--- config.mk ---
export PLATFORM = sky130hd
export DESIGN_NAME = alu_req_master_flat
export DESIGN_NICKNAME = d
export VERILOG_FILES = /design/src/rtl/alu_req_master_if.sv /design/src/rtl/alu_req_master.sv /design/src/flat_wrapper.sv
export SDC_FILE = /design/constraint.sdc
export NUM_CORES = 1
export LEC_CHECK = 0
export ABC_CLOCK_PERIOD_IN_PS = 1700
export BUFFER_PORTS_ARGS = -buffer_cell sky130_fd_sc_hd__buf_4
export CELL_PAD_IN_SITES_DETAIL_PLACEMENT = 1
export CELL_PAD_IN_SITES_GLOBAL_PLACEMENT = 1
export CORE_ASPECT_RATIO = 1.2
export CORE_UTILIZATION = 40
export CTS_CLUSTER_DIAMETER = 40
export CTS_CLUSTER_SIZE = 24
export DETAILED_ROUTE_END_ITERATION = 10
export PLACE_DENSITY = 0.91
export SLEW_MARGIN = 20
export SYNTH_ARGS = -nofsm -noshare
export SYNTH_HDL_FRONTEND = slang
export SYNTH_SLANG_ARGS = --single-unit
--- constraint.sdc ---
create_clock -name sys_clk -period 1.7 [get_ports sys_clk]
set_input_delay 0.085 -clock sys_clk [delete_from_list [all_inputs] [get_ports sys_clk]]
set_output_delay 0.085 -clock sys_clk [all_outputs]
set_load 0.005 [all_outputs]
--- src/rtl/alu_req_master_if.sv ---
// ----------------------------------------------------------------------------
// alu_req_master_if
// Bundles the three channels around the add/sub requester:
//   cmd_* : host command channel (valid/ready), operands plus op
//   alu_* : en-pulsed request to the arithmetic responder and its result
//   rsp_* : response channel back to the host (valid/ready)
// Modports:
//   master : the requester block (alu_req_master)
//   slave  : the environment around it (host glue plus responder)
// ----------------------------------------------------------------------------
interface alu_req_master_if #(
    parameter int DW = 8
);
    logic          cmd_valid;
    logic          cmd_ready;
    logic          cmd_op;
    logic [DW-1:0] cmd_a;
    logic [DW-1:0] cmd_b;

    logic          alu_en;
    logic          alu_op;
    logic [DW-1:0] alu_a;
    logic [DW-1:0] alu_b;
    logic [DW-1:0] alu_s;
    logic          alu_done;

    logic          rsp_valid;
    logic          rsp_ready;
    logic [DW-1:0] rsp_data;
    logic          rsp_mismatch;
    logic          rsp_err;

    modport master (
        input  cmd_valid, cmd_op, cmd_a, cmd_b,
        input  alu_s, alu_done,
        input  rsp_ready,
        output cmd_ready,
        output alu_en, alu_op, alu_a, alu_b,
        output rsp_valid, rsp_data, rsp_mismatch, rsp_err
    );

    modport slave (
        output cmd_valid, cmd_op, cmd_a, cmd_b,
        output alu_s, alu_done,
        output rsp_ready,
        input  cmd_ready,
        input  alu_en, alu_op, alu_a, alu_b,
        input  rsp_valid, rsp_data, rsp_mismatch, rsp_err
    );
endinterface

--- src/rtl/alu_req_master.sv ---
// ----------------------------------------------------------------------------
// alu_req_master
// Requester side of the add/sub engine. Accepts one host command, issues a
// single alu_en pulse to the responder, waits for alu_done, compares the
// returned sum/difference with a locally computed reference and presents
// result plus status on the response channel.
//
// Ports:
//   sys_clk    : system clock, rising edge
//   sys_rst_n  : asynchronous active-low reset
//   bus        : alu_req_master_if.master (cmd_*, alu_*, rsp_* channels)
//   txn_count  : number of completed response handshakes (wraps)
//
// Build option:
//   ALU_REQ_TIMEOUT_EN : when defined, WAIT is aborted after TIMEOUT cycles
//                        without alu_done and the response carries rsp_err=1.
//                        When undefined, WAIT holds until alu_done and
//                        rsp_err is tied low.
//
// All outputs come straight from flops so that every output is 0 while in
// reset, including cmd_ready (it rises on the first clock after release).
// ----------------------------------------------------------------------------
module alu_req_master #(
    parameter int DW      = 8,
    parameter int TIMEOUT = 15,
    parameter int CNT_W   = 16
) (
    input  logic             sys_clk,
    input  logic             sys_rst_n,
    alu_req_master_if.master bus,
    output logic [CNT_W-1:0] txn_count
);

    typedef enum logic [1:0] {
        ST_IDLE  = 2'd0,
        ST_ISSUE = 2'd1,
        ST_WAIT  = 2'd2,
        ST_RESP  = 2'd3
    } state_t;

    // Elaboration guard: a zero timeout would abort before any WAIT cycle.
    if (TIMEOUT < 1) begin : g_timeout_chk
        $error("alu_req_master: TIMEOUT must be >= 1");
    end

    // Reference result, unsigned modulo 2^DW (carry/borrow dropped).
    function automatic logic [DW-1:0] ref_result(input logic op,
                                                 input logic [DW-1:0] a,
                                                 input logic [DW-1:0] b);
        logic [DW-1:0] r;
        if (op) begin
            r = a - b;
        end else begin
            r = a + b;
        end
        return r;
    endfunction

    state_t            state_r,        state_nxt_s;
    logic              cmd_ready_r,    cmd_ready_nxt_s;
    logic              alu_en_r,       alu_en_nxt_s;
    logic              alu_op_r,       alu_op_nxt_s;
    logic [DW-1:0]     alu_a_r,        alu_a_nxt_s;
    logic [DW-1:0]     alu_b_r,        alu_b_nxt_s;
    logic [DW-1:0]     exp_r,          exp_nxt_s;
    logic              rsp_valid_r,    rsp_valid_nxt_s;
    logic [DW-1:0]     rsp_data_r,     rsp_data_nxt_s;
    logic              rsp_mismatch_r, rsp_mismatch_nxt_s;
    logic [CNT_W-1:0]  txn_count_r,    txn_count_nxt_s;
`ifdef ALU_REQ_TIMEOUT_EN
    localparam int WAIT_W = $clog2(TIMEOUT + 1);
    logic              rsp_err_r,      rsp_err_nxt_s;
    logic [WAIT_W-1:0] wait_cnt_r,     wait_cnt_nxt_s;
`endif

    // Next-state and next-register values; every register holds by default.
    always_comb begin
        state_nxt_s        = state_r;
        alu_en_nxt_s       = 1'b0;
        alu_op_nxt_s       = alu_op_r;
        alu_a_nxt_s        = alu_a_r;
        alu_b_nxt_s        = alu_b_r;
        exp_nxt_s          = exp_r;
        rsp_data_nxt_s     = rsp_data_r;
        rsp_mismatch_nxt_s = rsp_mismatch_r;
        txn_count_nxt_s    = txn_count_r;
`ifdef ALU_REQ_TIMEOUT_EN
        rsp_err_nxt_s      = rsp_err_r;
        wait_cnt_nxt_s     = wait_cnt_r;
`endif

        case (state_r)
            ST_IDLE: begin
                // cmd_ready_r is only high in IDLE, so it gates acceptance.
                if (bus.cmd_valid && cmd_ready_r) begin
                    state_nxt_s  = ST_ISSUE;
                    alu_en_nxt_s = 1'b1;
                    alu_op_nxt_s = bus.cmd_op;
                    alu_a_nxt_s  = bus.cmd_a;
                    alu_b_nxt_s  = bus.cmd_b;
                    exp_nxt_s    = ref_result(bus.cmd_op, bus.cmd_a, bus.cmd_b);
                end else begin
                    state_nxt_s  = ST_IDLE;
                end
            end
            ST_ISSUE: begin
                // alu_done here is ignored; the responder cannot have seen en yet.
                state_nxt_s = ST_WAIT;
`ifdef ALU_REQ_TIMEOUT_EN
                wait_cnt_nxt_s = {WAIT_W{1'b0}};
`endif
            end
            ST_WAIT: begin
                if (bus.alu_done) begin
                    state_nxt_s        = ST_RESP;
                    rsp_data_nxt_s     = bus.alu_s;
                    rsp_mismatch_nxt_s = (bus.alu_s != exp_r);
`ifdef ALU_REQ_TIMEOUT_EN
                    rsp_err_nxt_s      = 1'b0;
`endif
                end else begin
`ifdef ALU_REQ_TIMEOUT_EN
                    // Counter reaches TIMEOUT on this cycle: abort.
                    if (wait_cnt_r == WAIT_W'(TIMEOUT - 1)) begin
                        state_nxt_s        = ST_RESP;
                        rsp_data_nxt_s     = {DW{1'b0}};
                        rsp_mismatch_nxt_s = 1'b0;
                        rsp_err_nxt_s      = 1'b1;
                    end else begin
                        wait_cnt_nxt_s     = wait_cnt_r + WAIT_W'(1);
                    end
`else
                    state_nxt_s = ST_WAIT;
`endif
                end
            end
            ST_RESP: begin
                if (bus.rsp_ready) begin
                    state_nxt_s        = ST_IDLE;
                    txn_count_nxt_s    = txn_count_r + CNT_W'(1);
                    alu_op_nxt_s       = 1'b0;
                    alu_a_nxt_s        = {DW{1'b0}};
                    alu_b_nxt_s        = {DW{1'b0}};
                    rsp_data_nxt_s     = {DW{1'b0}};
                    rsp_mismatch_nxt_s = 1'b0;
`ifdef ALU_REQ_TIMEOUT_EN
                    rsp_err_nxt_s      = 1'b0;
`endif
                end else begin
                    state_nxt_s = ST_RESP;
                end
            end
            default: begin
                state_nxt_s = ST_IDLE;
            end
        endcase

        cmd_ready_nxt_s = (state_nxt_s == ST_IDLE);
        rsp_valid_nxt_s = (state_nxt_s == ST_RESP);
    end

    // State and output registers.
    always_ff @(posedge sys_clk or negedge sys_rst_n) begin
        if (!sys_rst_n) begin
            state_r        <= ST_IDLE;
            cmd_ready_r    <= 1'b0;
            alu_en_r       <= 1'b0;
            alu_op_r       <= 1'b0;
            alu_a_r        <= {DW{1'b0}};
            alu_b_r        <= {DW{1'b0}};
            exp_r          <= {DW{1'b0}};
            rsp_valid_r    <= 1'b0;
            rsp_data_r     <= {DW{1'b0}};
            rsp_mismatch_r <= 1'b0;
            txn_count_r    <= {CNT_W{1'b0}};
`ifdef ALU_REQ_TIMEOUT_EN
            rsp_err_r      <= 1'b0;
            wait_cnt_r     <= {WAIT_W{1'b0}};
`endif
        end else begin
            state_r        <= state_nxt_s;
            cmd_ready_r    <= cmd_ready_nxt_s;
            alu_en_r       <= alu_en_nxt_s;
            alu_op_r       <= alu_op_nxt_s;
            alu_a_r        <= alu_a_nxt_s;
            alu_b_r        <= alu_b_nxt_s;
            exp_r          <= exp_nxt_s;
            rsp_valid_r    <= rsp_valid_nxt_s;
            rsp_data_r     <= rsp_data_nxt_s;
            rsp_mismatch_r <= rsp_mismatch_nxt_s;
            txn_count_r    <= txn_count_nxt_s;
`ifdef ALU_REQ_TIMEOUT_EN
            rsp_err_r      <= rsp_err_nxt_s;
            wait_cnt_r     <= wait_cnt_nxt_s;
`endif
        end
    end

    assign bus.cmd_ready    = cmd_ready_r;
    assign bus.alu_en       = alu_en_r;
    assign bus.alu_op       = alu_op_r;
    assign bus.alu_a        = alu_a_r;
    assign bus.alu_b        = alu_b_r;
    assign bus.rsp_valid    = rsp_valid_r;
    assign bus.rsp_data     = rsp_data_r;
    assign bus.rsp_mismatch = rsp_mismatch_r;
`ifdef ALU_REQ_TIMEOUT_EN
    assign bus.rsp_err      = rsp_err_r;
`else
    assign bus.rsp_err      = 1'b0;
`endif
    assign txn_count        = txn_count_r;

endmodule

--- src/flat_wrapper.sv ---
// flat-port wrapper written by rule: the top's interface ports become plain ports
module alu_req_master_flat 
#(
    parameter int DW      = 8,
    parameter int TIMEOUT = 15,
    parameter int CNT_W   = 16
)
  (sys_clk, sys_rst_n, txn_count, bus_cmd_valid, bus_cmd_op, bus_cmd_a, bus_cmd_b, bus_alu_s, bus_alu_done, bus_rsp_ready, bus_cmd_ready, bus_alu_en, bus_alu_op, bus_alu_a, bus_alu_b, bus_rsp_valid, bus_rsp_data, bus_rsp_mismatch, bus_rsp_err);
  alu_req_master_if #(.DW(DW)) bus_i ();
  input  logic sys_clk;
  input  logic sys_rst_n;
  output logic [CNT_W-1:0] txn_count;
  input wire logic [$bits(bus_i.cmd_valid)-1:0] bus_cmd_valid;
  input wire logic [$bits(bus_i.cmd_op)-1:0] bus_cmd_op;
  input wire logic [$bits(bus_i.cmd_a)-1:0] bus_cmd_a;
  input wire logic [$bits(bus_i.cmd_b)-1:0] bus_cmd_b;
  input wire logic [$bits(bus_i.alu_s)-1:0] bus_alu_s;
  input wire logic [$bits(bus_i.alu_done)-1:0] bus_alu_done;
  input wire logic [$bits(bus_i.rsp_ready)-1:0] bus_rsp_ready;
  output wire logic [$bits(bus_i.cmd_ready)-1:0] bus_cmd_ready;
  output wire logic [$bits(bus_i.alu_en)-1:0] bus_alu_en;
  output wire logic [$bits(bus_i.alu_op)-1:0] bus_alu_op;
  output wire logic [$bits(bus_i.alu_a)-1:0] bus_alu_a;
  output wire logic [$bits(bus_i.alu_b)-1:0] bus_alu_b;
  output wire logic [$bits(bus_i.rsp_valid)-1:0] bus_rsp_valid;
  output wire logic [$bits(bus_i.rsp_data)-1:0] bus_rsp_data;
  output wire logic [$bits(bus_i.rsp_mismatch)-1:0] bus_rsp_mismatch;
  output wire logic [$bits(bus_i.rsp_err)-1:0] bus_rsp_err;
  assign bus_i.cmd_valid = bus_cmd_valid;
  assign bus_i.cmd_op = bus_cmd_op;
  assign bus_i.cmd_a = bus_cmd_a;
  assign bus_i.cmd_b = bus_cmd_b;
  assign bus_i.alu_s = bus_alu_s;
  assign bus_i.alu_done = bus_alu_done;
  assign bus_i.rsp_ready = bus_rsp_ready;
  assign bus_cmd_ready = bus_i.cmd_ready;
  assign bus_alu_en = bus_i.alu_en;
  assign bus_alu_op = bus_i.alu_op;
  assign bus_alu_a = bus_i.alu_a;
  assign bus_alu_b = bus_i.alu_b;
  assign bus_rsp_valid = bus_i.rsp_valid;
  assign bus_rsp_data = bus_i.rsp_data;
  assign bus_rsp_mismatch = bus_i.rsp_mismatch;
  assign bus_rsp_err = bus_i.rsp_err;
  alu_req_master #(.DW(DW), .TIMEOUT(TIMEOUT), .CNT_W(CNT_W)) u_core (.sys_clk(sys_clk), .sys_rst_n(sys_rst_n), .bus(bus_i), .txn_count(txn_count));
endmodule
==> reports/qor.yml, run 1 <==
outcome:
  status: "complete, no violations"
sta:
  period_share_pct: 96.1
  holdWs_ns: 0.0145
  final-setup-viol-count: 0
  min_period_ns: 1.63
  hold_violations: 0
  max_slew_margin_pct: 54.0
  rsz0062_at_grt: "true"
  finClkSkew_ns: 0.00731
  worst_slew_pin_slew_ns: 0.691
  timing.fmax_mhz: 612
  drv_slew: 0
setup_path:
  cp_data_arrival_time_ns: 1.87
  end_kind: "register"
  crit_fanout: 3
  crit_type: "in2reg"
  cp-start-kind: "input pin"
  cp_data_required_time_ns: 1.93
synthesis:
  yosys-top-cells-count: "55 x dfrtp_1, 31 x xnor2_1, 23 x nand2_1"
  netlist_instances: 230
  seq_area_frac_synth_pct: 52.6
  synth_top_area_cell: "dfrtp_1"
  yosysMostFrequentCell: "dfrtp_1"
  synth_edf_count: 0
  netlist_area_um2: 2620
  synthFlopType: "dfrtp_1"
  async_flop_share_pct: 100
  synth_area_leaders: "dfrtp_1 53%, xnor2_1 10%, a22o_1 6.4%"
  synth.avg_cell_area_um2: 11.4
  ys_warn_count: 0
  synth.top_cell.area_share_pct: 52.6
  yosys_register_bits: 55
  synth.distinct_cells: 41
  syn_nets: 270
power:
  power_frac_seq_pct: 46.4
  switching_power_mw: 1.52
  power_density_nw_per_um2: 1240
  power_frac_comb_pct: 37.6
  peakVddDrop_v: 0.000590
  sw_frac_of_total_pct: 33.8
  clockPowerShare_pct: 16.0
  p_leak_nw: 1.80
  internal-power_mw: 2.97
clock_network:
  htreeDepth: 2
  cts_sinks: 55
  clk_latency_ns: 0.31
  cts_tree: "done"
  cts_made_buffers: 5
  cts_max_path_buffers: 2
  clk_pin_slew_ns: 0.10
  cts-root-buf: "clkbuf_8"
floorplanning:
  die_x_um: 75.8
  die_area_um2: 6870
  start_util_pct: 42.4
  rows: 31
  core_area_um2: 6170
  io_pins: 76
  die_y_um: 90.6
min_path:
  min-delay-path-class: "in2reg"
route:
  first_pass_iters: 4
  drc_errors: 0
  vias_per_cell: 5.13
  ant_nets: 0
  wirelength_mm: 6.96
  vias: 2139
  drtIter0Drc: 53
  wl_per_cell_um: 16.7
finish:
  fin_nets: 374
  design_area_um2: 3620
  drive_gt1_share_pct: 38.5
  syn2layout_area_growth_pct: 38.4
  antennaDiodeCount: 0
global_routing:
  antenna_found_initial: 0
  track_usage_pct: 21.9
  grt-ovfl-total: 0
  grt_max_degree: 56
  grt_pass1_wl_mm: 11.3
  first_global_vias: 2292
placed_design:
  numPortBuffers: 74
  place_area_um2: 3470
  globalplace.congestion: 0.750
  dpl.hpwl_mm: 5.34
flow_run:
  maxCapViolCount: 0
[layout make-up]
class                      instances  area (um2)
fill                             649        2540
sequential                        55        1380
multi-input combinational        158        1220
timing repair buffer             105         801
tap                               82         103
clock buffer                       5        68.8
inverter                           9        33.8
clock inverter                     3        15.0
[metrics by stage]
step / util (%) / setup WS (ns) / setup TNS, ns / cells / power, mW
after detailed placement: 56.2 / -0.268 / -0.794 / 403 / 3.80
after global routing: 58.7 / -0.0111 / -0.0264 / 417 / 4.79
final: 58.7 / 0.0671 / 0 / 417 / 4.49
after floorplan: - / 0.000108 / 0 / 230 / 2.86
after CTS: 58.4 / 0.0659 / 0 / 416 / 4.55
after global placement: 56.2 / -0.161 / -0.362 / 403 / 3.67
[flip-flops by register name, summed over array words and instances, names as in the netlist]
signal and cells:
u_core.bus.alu_a 8, u_core.bus.alu_b 8, u_core.bus.alu_en 1, u_core.bus.alu_op 1, u_core.bus.cmd_ready 1, u_core.bus.rsp_data 8
u_core.bus.rsp_mismatch 1, u_core.bus.rsp_valid 1, u_core.exp_r 8, u_core.state_r 2, u_core.txn_count 16
[routing by layer]
metal  global-route usage (%)  wire [um]  up-vias
met5                        0          0        -
met4                     9.10        203        0
met3                     3.91        311       18
met2                     38.6       3840       70
met1                     25.2       2610     1045
li1                         -          -     1006
[placed cells by master, fill, tap and decap left out, types with 2 or more instances in the layout]
cell and instances:
xnor2_1 31, nor2b_1 2, nand4_4 2, a21o_1 4
a21oi_2 2, a31oi_1 3, clkbuf_8 5, dfrtp_1 55
xor2_1 4, a21oi_1 2, nand2_1 23, and4_1 3
nor3_4 2, nor2_1 7, a22o_1 19, o21ai_0 12
clkinv_2 3, inv_1 7, inv_2 2, nand4_1 4
nor2_2 4, dlygate4sd3_1 5, buf_4 100, ha_1 8
nand3_1 5
[power groups by stage]
| stage | clock network (mW) | registers, mW | logic, mW |
|---|---|---|---|
| after detailed placement | 0 | 2.11 | 1.69 |
| after CTS | 0.749 | 2.09 | 1.71 |
| after floorplan | 0 | 2.05 | 0.807 |
| after global placement | 0 | 2.08 | 1.59 |
| final | 0.718 | 2.08 | 1.69 |
| after global routing | 0.791 | 2.14 | 1.86 |
[what timing repair did]
action | in CTS | in global routing
resized for setup | 0 | 3
setup buffers | 0 | 1
setup endpoints to repair | 0 | 3
hold buffers | 5 | 0
hold endpoints to repair | 59 | 0
[cells by family after synthesis]
kind of cell    Yosys count  share of synthesized area [%]
xor+xnor                 35                           11.7
other cells               1                          0.143
compound gates           47                           12.6
simple gates             63                           14.1
flops                    55                           52.6
mux                       2                          0.813
fa+ha+maj                10                           5.07
buf+inv                  17                           3.01
[worst paths after layout]
kind                       slack [ns]              endpoint  cells after the start            startpoint
max in group asynchronous        0.88     u_core.state_r[0]                      2             sys_rst_n
hold reg to reg                  0.49  u_core.txn_count[15]                      1  u_core.txn_count[15]
min in group asynchronous        0.37   u_core.txn_count[7]                      2             sys_rst_n
setup reg to reg                 0.17  u_core.txn_count[13]                      5     u_core.state_r[0]
hold / removal                   0.01   u_core.bus.alu_b[7]                      2          bus_cmd_b[7]
setup / recovery                 0.07       u_core.exp_r[4]                     11          bus_cmd_b[0]
[worst max-delay path, cell delays in order]
cell,delay (ns)
buf_4,0.10
inv_2,0.04
ha_4,0.27
mux2i_4,0.07
fa_2,0.40
a21o_1,0.19
a21o_1,0.19
buf_4,0.13
buf_4,0.12
xnor2_1,0.10
o21ai_0,0.16
Power figures use the tool's default switching activity.
==> inputs of run 2 (changes only) <==
Settings changed: ABC_AREA set to 1, CORE_UTILIZATION 40 to 38, CTS_CLUSTER_SIZE 24 to 20, PLACE_DENSITY 0.91 to unset, PLACE_DENSITY_LB_ADDON set to 0.1.
==> run 2 against run 1 <==
  * Synthesized cell count increased by 50%
  * Clock-buffer cell count increased by 2
  * Core utilization decreased by 5.1 points
  * Largest cell class is now multi-input combinational cells
  * Non-clock buffer count decreased by 5
  * Critical endpoint is now u_core.exp_r[6]
  * Critical path type unchanged
  * Area after synthesis increased by 10%
  * Cell area increased by 7.7%
==> reports/qor.yml, run 2 <==
clock_network:
  clk_pin_slew_ns: 0.09  # about the same
  cts_sinks: 55  # unchanged
  cts_tree: "done"
  postCtsSetupBuffers: 0  # unchanged
  cts_max_path_buffers: 2  # unchanged
  cts_made_buffers: 5  # unchanged
  htreeDepth: 2  # unchanged
  cts-root-buf: "clkbuf_8"
  clk_latency_ns: 0.31  # about the same
finish:
  fillers: 892  # +37%
  final_common_cell: "nand2_1"
  drive_gt1_share_pct: 28.5  # -10 points
  mostFrequentLayoutCells: "104 x nand2_1, 93 x buf_4, 55 x dfrtp_1"
  largest_reg_flops: 16  # unchanged
  instances_no_fill: 536  # +29%
  fin_nets: 485  # +30%
  antennaDiodeCount: 0  # unchanged
  syn2layout_area_growth_pct: 35.4
route:
  first_pass_iters: 4  # unchanged
  vias_per_cell: 4.92  # -4.1%
  m1WireLength_mm: 3.19  # +22%
  top_layer_used: "met4"
  met3RoutedLength_um: 229  # -26%
  drc_errors: 0  # unchanged
  drtIter0Drc: 83  # +57%
  vias: 2637  # +23%
  wirelength_mm: 7.99  # +15%
  wl_per_cell_um: 14.9  # -11%
  ant_nets: 0  # unchanged
  route.met2.wl_mm: 4.42  # +15%
sta:
  timing.fmax_mhz: 632  # +3.2%
  worst_slew_pin_slew_ns: 0.728  # +0.0373 ns
  final-setup-viol-count: 0  # unchanged
  max_slew_margin_pct: 51.5  # -2.5 points
  setup_slack_ns: 0.117  # +0.0503 ns
  finClkSkew_ns: 0.00968  # +0.00237 ns
  min_period_ns: 1.58  # -0.0503 ns
  drv_slew: 0  # unchanged
  hold_violations: 0  # unchanged
  period_share_pct: 93.1  # -3.0 points
outcome:
  status: "complete, no violations"
setup_path:
  crit_fanout: 4  # +1
  cp_cell_sequence: "buf_4 > inv_2 > ha_2 > nand2_2 > o21ai_2 > xnor2_1 > inv_1 > ha_4 > nand2_1 > or2_2 > nand3_1 > nand2_1 > nand3_1 > nand2_1"
  end_kind: "register"
  cp_top_family: "simple AND/OR/NAND/NOR gates"
  critPathMaxStageDelay_ns: 0.30  # -0.10 ns
  r2r_end: "u_core.txn_count[13]"
  path_buf_inv: 3  # -1
  r2r_slack_ns: 0.12  # -0.05 ns
  cp_data_arrival_time_ns: 1.78  # -0.09 ns
  cp-start-kind: "input pin"
  critPathSlowestCell: "or2_2"
  r2r.worst_path.cells: 7  # +2
  r2r_start: "u_core.state_r[1]"
  cp_data_required_time_ns: 1.90  # -0.03 ns
  crit_top_cell: "nand2_1"
  crit_type: "in2reg"
synthesis:
  synth_top_area_cell: "dfrtp_1"
  ys_warn_count: 0  # unchanged
  synth_edf_count: 0  # unchanged
  synthFlopType: "dfrtp_1"
  netlist_area_um2: 2880  # +10%
  synth.distinct_cells: 28  # -32%
  synth.top_cell.area_share_pct: 47.8  # -4.8 points
  seq_area_frac_synth_pct: 47.8  # -4.8 points
  yosys_register_bits: 55  # unchanged
  async_flop_share_pct: 100  # unchanged
  synth.avg_cell_area_um2: 8.35  # -27%
  syn_nets: 385  # +43%
  netlist_instances: 345  # +50%
  yosys-top-cells-count: "107 x nand2_1, 55 x dfrtp_1, 39 x inv_1"
  yosysMostFrequentCell: "nand2_1"
  synth_area_leaders: "dfrtp_1 48%, nand2_1 14%, nand3_1 5.7%"
flow_run:
  maxCapViolCount: 0  # unchanged
global_routing:
  track_usage_pct: 21.7  # -0.25 points
  first_global_vias: 2840  # +24%
  grt-ovfl-total: 0  # unchanged
  grt_pass1_wl_mm: 13.4  # +19%
  antenna_found_initial: 0  # unchanged
  grt_max_degree: 56  # unchanged
placed_design:
  dpl.hpwl_mm: 5.95  # +11%
  numPortBuffers: 74  # unchanged
  place_ws_ns: -0.287  # -0.0199 ns
  globalplace.congestion: 0.847  # +13%
  dp.cells: 521  # +29%
min_path:
  min_to: "u_core.bus.rsp_data[0]"
  min-delay-path-class: "in2reg"
  whs_path_depth: 3  # +1
  hp-start: "bus_alu_s[0]"
power:
  p_leak_nw: 2.11  # +18%
  power_density_nw_per_um2: 1180  # -5.0%
  internal-power_mw: 2.97  # about the same
  peakVddDrop_v: 0.000518  # -12%
  sw_frac_of_total_pct: 35.3  # +1.5 points
  clockPowerShare_pct: 17.5  # +1.5 points
  power_frac_comb_pct: 37.5  # about the same
  switching_power_mw: 1.62  # +7.0%
  power_frac_seq_pct: 45.1  # -1.3 points
floorplanning:
  core_area_um2: 7270  # +18%
  die_area_um2: 7940  # +15%
  io_pins: 76  # unchanged
  start_util_pct: 39.6  # -2.8 points
  rows: 34  # +9.7%
  die_x_um: 81.5  # +7.4%
  die_y_um: 97.4  # +7.5%
run 2: kinds of logic (layout without fill, tap and decap cells):
| kind of cell | Yosys count | after routing | synth area share [%] |
|---|---|---|---|
| AOI/OAI and AO/OA | 30 | 30 | 5.73 |
| adders and majority gates | 10 | 10 | 4.60 |
| xor gates and xnor gates | 25 | 25 | 7.60 |
| buffers and inverters | 48 | 149 | 6.51 |
| and+or+nand+nor | 176 | 176 | 27.7 |
| DFF | 55 | 55 | 47.8 |
| other | 1 | 1 | 0.130 |
run 2: cell type report:
| cell class | count | area (um2) | area share, % |
|---|---|---|---|
| clock buffer | 7 | 96.3 | 2.47 |
| inverter | 41 | 154 | 3.94 |
| tap | 90 | 113 | 2.89 |
| timing repair buffer | 100 | 768 | 19.7 |
| multi-input combinational | 242 | 1390 | 35.6 |
| clock inverter | 1 | 7.51 | 0.192 |
| sequential | 55 | 1380 | 35.3 |
run 2: timing repair:
action | 4_1_cts | 5_1_grt
hold buffers | 7 | 0
endpoints found under the setup margin | 0 | 3
hold endpoints to repair | 61 | 0
resized for setup | 0 | 19
run 2: metal layers:
layer  GRT usage (%)  vias up
li1                -     1288
met1            26.4     1285
met2            39.0       51
met3            2.72       13
met4            5.77        0
met5               0        -
run 2: worst max path at each step:
stage | startpoint | endpoint | depth (start not counted) | slack [ns]
after floorplan | bus_cmd_b[0] | u_core.exp_r[7] | 13 | 0.008
after detailed placement | bus_cmd_b[0] | u_core.exp_r[6] | 15 | -0.29
after global routing | bus_cmd_b[1] | u_core.exp_r[7] | 16 | -0.02
final | bus_cmd_b[1] | u_core.exp_r[6] | 14 | 0.12
after global placement | bus_cmd_b[1] | u_core.exp_r[7] | 14 | -0.21
after CTS | bus_cmd_b[0] | u_core.exp_r[6] | 15 | 0.03
run 2: power groups by stage:
| stage | clock [mW] | sequential [mW] | combinational [mW] |
|---|---|---|---|
| detailed placement | 0 | 2.11 | 1.69 |
| global placement | 0 | 2.08 | 1.62 |
| finish | 0.803 | 2.07 | 1.72 |
| CTS | 0.830 | 2.08 | 1.71 |
| global route | 0.880 | 2.13 | 1.96 |
| floorplan | 0 | 2.06 | 0.797 |
run 2: worst register-to-register path, stage by stage, from the launching register on:
cell and delay, ns:
dfrtp_1 0.51, nand3_4 0.25, nor2_4 0.19, nand2_2 0.10, nor3_4 0.23, nand2_1 0.11, nand2_1 0.07, nand2_1 0.05
run 2: stage by stage:
step / hold WS, ns / instance area [um2] / total power [mW] / setup TNS, ns / util (%)
6_report: 0.00655 / 3900 / 4.60 / 0 / 53.6
3_3_place_gp: 0.191 / 3660 / 3.70 / -0.656 / 50.3
4_1_cts: 0.000529 / 3830 / 4.62 / 0 / 52.7
2_1_floorplan: -0.211 / 2880 / 2.86 / 0 / -
5_1_grt: 0.00962 / 3900 / 4.97 / -0.0331 / 53.6
3_5_place_dp: 0.192 / 3660 / 3.79 / -1.06 / 50.3
